## config.mk

```make
export PLATFORM = sky130hd
export DESIGN_NAME = mnist_loader
export DESIGN_NICKNAME = d
export VERILOG_FILES = /design/src/rtl/mnist_loader.sv
export SDC_FILE = /design/constraint.sdc
export NUM_CORES = 1
export LEC_CHECK = 0
export CAP_MARGIN = 0
export CORE_MARGIN = 1
export CORE_UTILIZATION = 40
export DETAILED_ROUTE_END_ITERATION = 6
export DONT_BUFFER_PORTS = 1
export GPL_TIMING_DRIVEN = 0
export REMOVE_ABC_BUFFERS = 1
export SKIP_LAST_GASP = 1
export SLEW_MARGIN = 30
export SYNTH_ARGS = -nofsm -noshare
export SYNTH_HDL_FRONTEND = slang
export SYNTH_SLANG_ARGS = --single-unit
```

## constraint.sdc

```tcl
create_clock -name clk -period 2.7 [get_ports clk]
set_clock_uncertainty 0.05 [all_clocks]
set_input_delay 0.54 -clock clk [delete_from_list [all_inputs] [get_ports clk]]
set_output_delay 0.54 -clock clk [all_outputs]
set_load 0.05 [all_outputs]
```

## src/rtl/mnist_loader.sv

```systemverilog
// Bit-serial loader for the MNIST accelerator: streams weights then inputs into
// banked memories, then hands the memories to the compute engine until it finishes.
module mnist_loader #(
  parameter int W_ADDR_LEN   = 20,
  parameter int X_ADDR_LEN   = 10,
  parameter int W_SEL_LEN    = 2,
  parameter int X_SEL_LEN    = 2,
  parameter int W_BANK_DEPTH = 1024,
  parameter int W_BANKS      = 4,
  parameter int X_BANK_DEPTH = 256,
  parameter int X_BANKS      = 4
) (
  input  logic                  clk,
  input  logic                  rst,
  input  logic                  start,
  input  logic                  abort,
  input  logic                  s_valid,
  output logic                  s_ready,
  input  logic                  s_data,
  output logic                  w_wq_oc,
  output logic                  x_wq_oc,
  output logic [W_ADDR_LEN-1:0] w_addr_oc,
  output logic [X_ADDR_LEN-1:0] x_addr_oc,
  output logic                  wx_write_oc,
  output logic [W_SEL_LEN-1:0]  w_sel_oc,
  output logic [X_SEL_LEN-1:0]  x_sel_oc,
  output logic                  load_compute_ctrl,
  output logic                  en_compute,
  input  logic                  compute_finish,
  output logic                  busy,
  output logic                  done
);

  typedef enum logic [2:0] {IDLE, LOAD_W, LOAD_X, DRAIN, COMPUTE, DONE} state_t;

  state_t state_q, state_d;

  logic [W_ADDR_LEN-1:0] wCnt_q, wCnt_d, wAddr_q, wAddr_d;
  logic [X_ADDR_LEN-1:0] xCnt_q, xCnt_d, xAddr_q, xAddr_d;
  logic [W_SEL_LEN-1:0]  wBank_q, wBank_d, wSel_q, wSel_d;
  logic [X_SEL_LEN-1:0]  xBank_q, xBank_d, xSel_q, xSel_d;
  logic                  wWq_q, wWq_d, xWq_q, xWq_d, wxData_q, wxData_d;

  logic wBeat, xBeat, wAddrLast, wBankLast, xAddrLast, xBankLast;

  assign wBeat     = (state_q == LOAD_W) && s_valid;
  assign xBeat     = (state_q == LOAD_X) && s_valid;
  assign wAddrLast = (wCnt_q == W_ADDR_LEN'(W_BANK_DEPTH - 1));
  assign wBankLast = (wBank_q == W_SEL_LEN'(W_BANKS - 1));
  assign xAddrLast = (xCnt_q == X_ADDR_LEN'(X_BANK_DEPTH - 1));
  assign xBankLast = (xBank_q == X_SEL_LEN'(X_BANKS - 1));

  always_ff @(posedge clk or negedge rst) begin
    if (!rst) begin
      state_q  <= IDLE;
      wCnt_q   <= '0;
      wBank_q  <= '0;
      xCnt_q   <= '0;
      xBank_q  <= '0;
      wAddr_q  <= '0;
      wSel_q   <= '0;
      xAddr_q  <= '0;
      xSel_q   <= '0;
      wWq_q    <= 1'b0;
      xWq_q    <= 1'b0;
      wxData_q <= 1'b0;
    end else begin
      state_q  <= state_d;
      wCnt_q   <= wCnt_d;
      wBank_q  <= wBank_d;
      xCnt_q   <= xCnt_d;
      xBank_q  <= xBank_d;
      wAddr_q  <= wAddr_d;
      wSel_q   <= wSel_d;
      xAddr_q  <= xAddr_d;
      xSel_q   <= xSel_d;
      wWq_q    <= wWq_d;
      xWq_q    <= xWq_d;
      wxData_q <= wxData_d;
    end
  end

  always_comb begin
    state_d = state_q;
    if (abort) begin
      state_d = IDLE;
    end else begin
      unique case (state_q)
        IDLE:    if (start) state_d = LOAD_W;
        LOAD_W:  if (wBeat && wAddrLast && wBankLast) state_d = LOAD_X;
        LOAD_X:  if (xBeat && xAddrLast && xBankLast) state_d = DRAIN;
        DRAIN:   state_d = COMPUTE;
        COMPUTE: if (compute_finish) state_d = DONE;
        DONE:    state_d = IDLE;
        default: state_d = IDLE;
      endcase
    end
  end

  // Beat datapath: the write strobe shows the pre-increment counter for one cycle,
  // while address/select/data keep their last value between beats.
  always_comb begin
    wCnt_d   = wCnt_q;
    wBank_d  = wBank_q;
    xCnt_d   = xCnt_q;
    xBank_d  = xBank_q;
    wAddr_d  = wAddr_q;
    wSel_d   = wSel_q;
    xAddr_d  = xAddr_q;
    xSel_d   = xSel_q;
    wxData_d = wxData_q;
    wWq_d    = 1'b0;
    xWq_d    = 1'b0;
    if (abort) begin
      wCnt_d   = '0;
      wBank_d  = '0;
      xCnt_d   = '0;
      xBank_d  = '0;
      wAddr_d  = '0;
      wSel_d   = '0;
      xAddr_d  = '0;
      xSel_d   = '0;
      wxData_d = 1'b0;
    end else begin
      if (state_q == IDLE && start) begin
        wCnt_d  = '0;
        wBank_d = '0;
        xCnt_d  = '0;
        xBank_d = '0;
      end
      if (wBeat) begin
        wWq_d    = 1'b1;
        wAddr_d  = wCnt_q;
        wSel_d   = wBank_q;
        wxData_d = s_data;
        if (wAddrLast) begin
          wCnt_d  = '0;
          wBank_d = wBank_q + 1'b1;
          if (wBankLast) begin
            xCnt_d  = '0;
            xBank_d = '0;
          end
        end else begin
          wCnt_d = wCnt_q + 1'b1;
        end
      end
      if (xBeat) begin
        xWq_d    = 1'b1;
        xAddr_d  = xCnt_q;
        xSel_d   = xBank_q;
        wxData_d = s_data;
        if (xAddrLast) begin
          xCnt_d  = '0;
          xBank_d = xBank_q + 1'b1;
        end else begin
          xCnt_d = xCnt_q + 1'b1;
        end
      end
    end
  end

  always_comb begin
    s_ready           = (state_q == LOAD_W) || (state_q == LOAD_X);
    busy              = (state_q != IDLE);
    en_compute        = (state_q == COMPUTE);
    load_compute_ctrl = (state_q != COMPUTE);
    done              = (state_q == DONE);
    w_wq_oc           = wWq_q;
    x_wq_oc           = xWq_q;
    w_addr_oc         = wAddr_q;
    x_addr_oc         = xAddr_q;
    w_sel_oc          = wSel_q;
    x_sel_oc          = xSel_q;
    wx_write_oc       = wxData_q;
  end

endmodule

```

==> impl_metrics.tcl <==
set metrics [dict create \
    worst_slack_ns 0.151 \
    setup_violations 0 \
    cts.root.buffer_cell "clkbuf_8" \
    layout-area-overhead-vs-synth_pct 9.37 \
    max_cap_violations 0 \
    wl_per_cell_um 17.8 \
    r2r_start "wCnt_q[16]" \
    clk_latency_ns 0.36 \
    synthArstFlopShare_pct 100 \
    synth_seq_cells 74 \
    cts_buffers 9 \
    dieArea_mm2 0.00964 \
    finalHoldViolCount 2 \
    gp_congestion 0.788 \
    cts_tree "built" \
    layout_commonest_cell "dfrtp_1" \
    drc 2 \
    p_per_area_mw_per_mm2 529 \
    grt_max_degree 75 \
    start_util_pct 41.8 \
    nets 386 \
    fin_area_mm2 0.00405 \
    r2r_cells 4 \
    viasPerCell 6.00 \
    ant_nets 0 \
    dieWidth_um 98.2 \
    vias 2927 \
    setup_tns_ns 0 \
    drtPass1Iterations 7 \
    peakVddDrop_uv 263 \
    required_ns 2.86 \
    relSlewSlack_pct 38.7 \
    synth-edff-count 0 \
    min_path_type "in -> async" \
    finalCritPeriodShare_pct 94.4 \
    holdWs_ns -0.00752 \
    rows 34 \
    fmax_mhz 392 \
    die_h_um 98.2 \
    startpoint_type "flip-flop" \
    rsz0062_at_grt "true" \
    cp.arrival_ns 2.71 \
    ys_seq_area_share_pct 50.1 \
    ys_types 61 \
    r2r_slack_ns 0.15 \
    synth-main-ff-cell "dfrtp_1" \
    diodes 0 \
    status "finished with violations" \
    crit_path_max_fanout 11 \
    netlist_instances 381 \
    io_buffers 0 \
    end_kind "flip-flop" \
    cts_buffer_depth 2 \
    grt_overflow_total 0 \
    antenna_found_initial 0 \
    synthesis.area_per_instance_um2 9.71 \
    first_global_vias 2772 \
    min_period_ns 2.55 \
    syn_area_mm2 0.00370 \
    hpwlAfterDp_mm 5.49 \
    io_pins 49 \
    critPathKind "reg -> reg" \
    drive_above_1_share_pct 11.8 \
    cts_sinks 74 \
    track_usage_pct 18.5 \
    clk_pin_slew_worst_paths_ns 0.09 \
    violations "design-rule violations, negative hold slack" \
    r2r-end "wCnt_q[11]" \
    drt-initial-drc-count 91 \
    worstMarginPinSlew_ns 0.916 \
    final_cell_mix "dfrtp_1 (74), nand2_1 (61), a21oi_1 (31)" \
    cts_max_level 3 \
    core_mm2 0.00885 \
    p_leak_nw 1.71 \
    total_power_mw 2.14 \
    slew_violations 0 \
    pre_cts_ws_ns -0.220 \
    grt_pass1_wl_mm 14.1 \
    yosysWarningCount 0 \
    wl_mm 8.68 \
    place_area_mm2 0.00379 \
]
[flip-flops by register name, indices dropped and copies added (netlist names), 2 cells and up]
name       cells
w_addr_oc     20
xBank_q        2
wCnt_q        20
state_q        3
x_addr_oc     10
xCnt_q        10
w_sel_oc       2
x_sel_oc       2
wBank_q        2
[timing repair]
action / 4_1_cts / 5_1_grt
gates cloned: 0 / 1
pin swaps: 0 / 1
endpoints found under the setup margin: 11 / 3
hold buffers: 1 / 0
buffers inserted: 0 / 0
resized for setup: 1 / 0
endpoints found under the hold margin: 74 / 0
[per-layer routing]
| metal | global-route usage (%) | part of all wire, % | up-vias |
|---|---|---|---|
| met4 | 7.58 | 1.3 | 0 |
| met2 | 30.4 | 47 | 63 |
| met5 | 0 | 0 | - |
| li1 | - | - | 1404 |
| met3 | 4.37 | 5.4 | 10 |
| met1 | 23.5 | 46 | 1450 |
[how the worst max path moves through the flow]
stage	start	endpoint	slack, ns	cells after the start
6_report	wCnt_q[16]	wCnt_q[11]	0.15	4
5_1_grt	state_q[1]	wCnt_q[4]	-0.01	5
4_1_cts	state_q[2]	xCnt_q[5]	0.10	4
3_5_place_dp	state_q[2]	xCnt_q[7]	-0.22	4
3_3_place_gp	state_q[0]	wx_write_oc	-1.54	3
2_1_floorplan	state_q[2]	load_compute_ctrl	-0.30	2
[synth_stat cells (2+ instances only)]
| cell | n | share of area [%] |
|---|---|---|
| a2111oi_0 | 2 | 0.47 |
| a211oi_1 | 3 | 0.61 |
| a21o_1 | 2 | 0.41 |
| a21o_2 | 2 | 0.47 |
| a21oi_1 | 31 | 4.2 |
| a221o_1 | 6 | 1.6 |
| a22o_1 | 15 | 3.6 |
| a22oi_1 | 6 | 1.2 |
| a31o_2 | 2 | 0.47 |
| a31oi_1 | 2 | 0.34 |
| and2_1 | 5 | 0.85 |
| and3_1 | 8 | 1.4 |
| and4_1 | 2 | 0.47 |
| and4bb_2 | 2 | 0.68 |
| buf_1 | 4 | 0.41 |
| clkbuf_1 | 17 | 1.7 |
| dfrtp_1 | 74 | 50 |
| ha_1 | 4 | 1.4 |
| inv_1 | 8 | 0.81 |
| mux2_2 | 4 | 1.2 |
| mux2i_1 | 4 | 1.1 |
| nand2_1 | 61 | 6.2 |
| nand2b_1 | 4 | 0.68 |
| nand3_1 | 15 | 2.0 |
| nand4_1 | 3 | 0.51 |
| nand4bb_1 | 2 | 0.61 |
| nor2_1 | 14 | 1.4 |
| nor2b_1 | 4 | 0.68 |
| nor3_1 | 12 | 1.6 |
| nor3b_1 | 3 | 0.61 |
| nor4_1 | 3 | 0.51 |
| o211ai_1 | 3 | 0.61 |
| o21a_1 | 2 | 0.41 |
| o21ai_0 | 10 | 1.4 |
| o21bai_1 | 2 | 0.41 |
| o31ai_1 | 7 | 1.4 |
| or2_2 | 3 | 0.51 |
| or3_1 | 2 | 0.34 |
| or3_2 | 2 | 0.41 |
| or4_1 | 5 | 1.0 |
[worst max-delay path, cell delays in order (launching register included)]
cell and delay [ns]:
dfrtp_1 0.44, nor4_1 0.50, nand3_1 0.50, o21ai_1 0.70
a22oi_1 0.20
[logic make-up (layout without fill, tap and decap cells)]
group	after synthesis	after routing	share of synthesized area, %
mux	8	8	2.30
compound gates	105	105	20.0
xor+xnor	2	2	0.474
fa+ha+maj	4	4	1.35
buf+inv	30	28	3.25
simple gates	158	159	22.5
flops	74	74	50.1
[metrics by stage]
step                utilization [%]  cells
detailed placement             42.8    470
finish                         45.7    488
global placement               42.3    467
CTS                            45.5    487
floorplan                         -    359
global route                   45.7    488
[power by group]
part	leakage, nW	switching [mW]	total, mW	internal (mW)
clock network	0.103	0.434	0.888	0.454
logic	0.580	0.0906	0.123	0.0319
registers	1.03	0.0188	1.13	1.11
[area by class of cell]
| class | instances | area (um2) |
|---|---|---|
| clock buffers | 10 | 138 |
| clock inverters | 6 | 65.1 |
| fillers | 855 | 4800 |
| inverters | 8 | 30.0 |
| multi-input cells | 278 | 1780 |
| flip-flops and latches | 74 | 1850 |
| well taps | 108 | 135 |
| repair buffers | 4 | 46.3 |
Note: power is estimated with default switching activity, not from simulation.
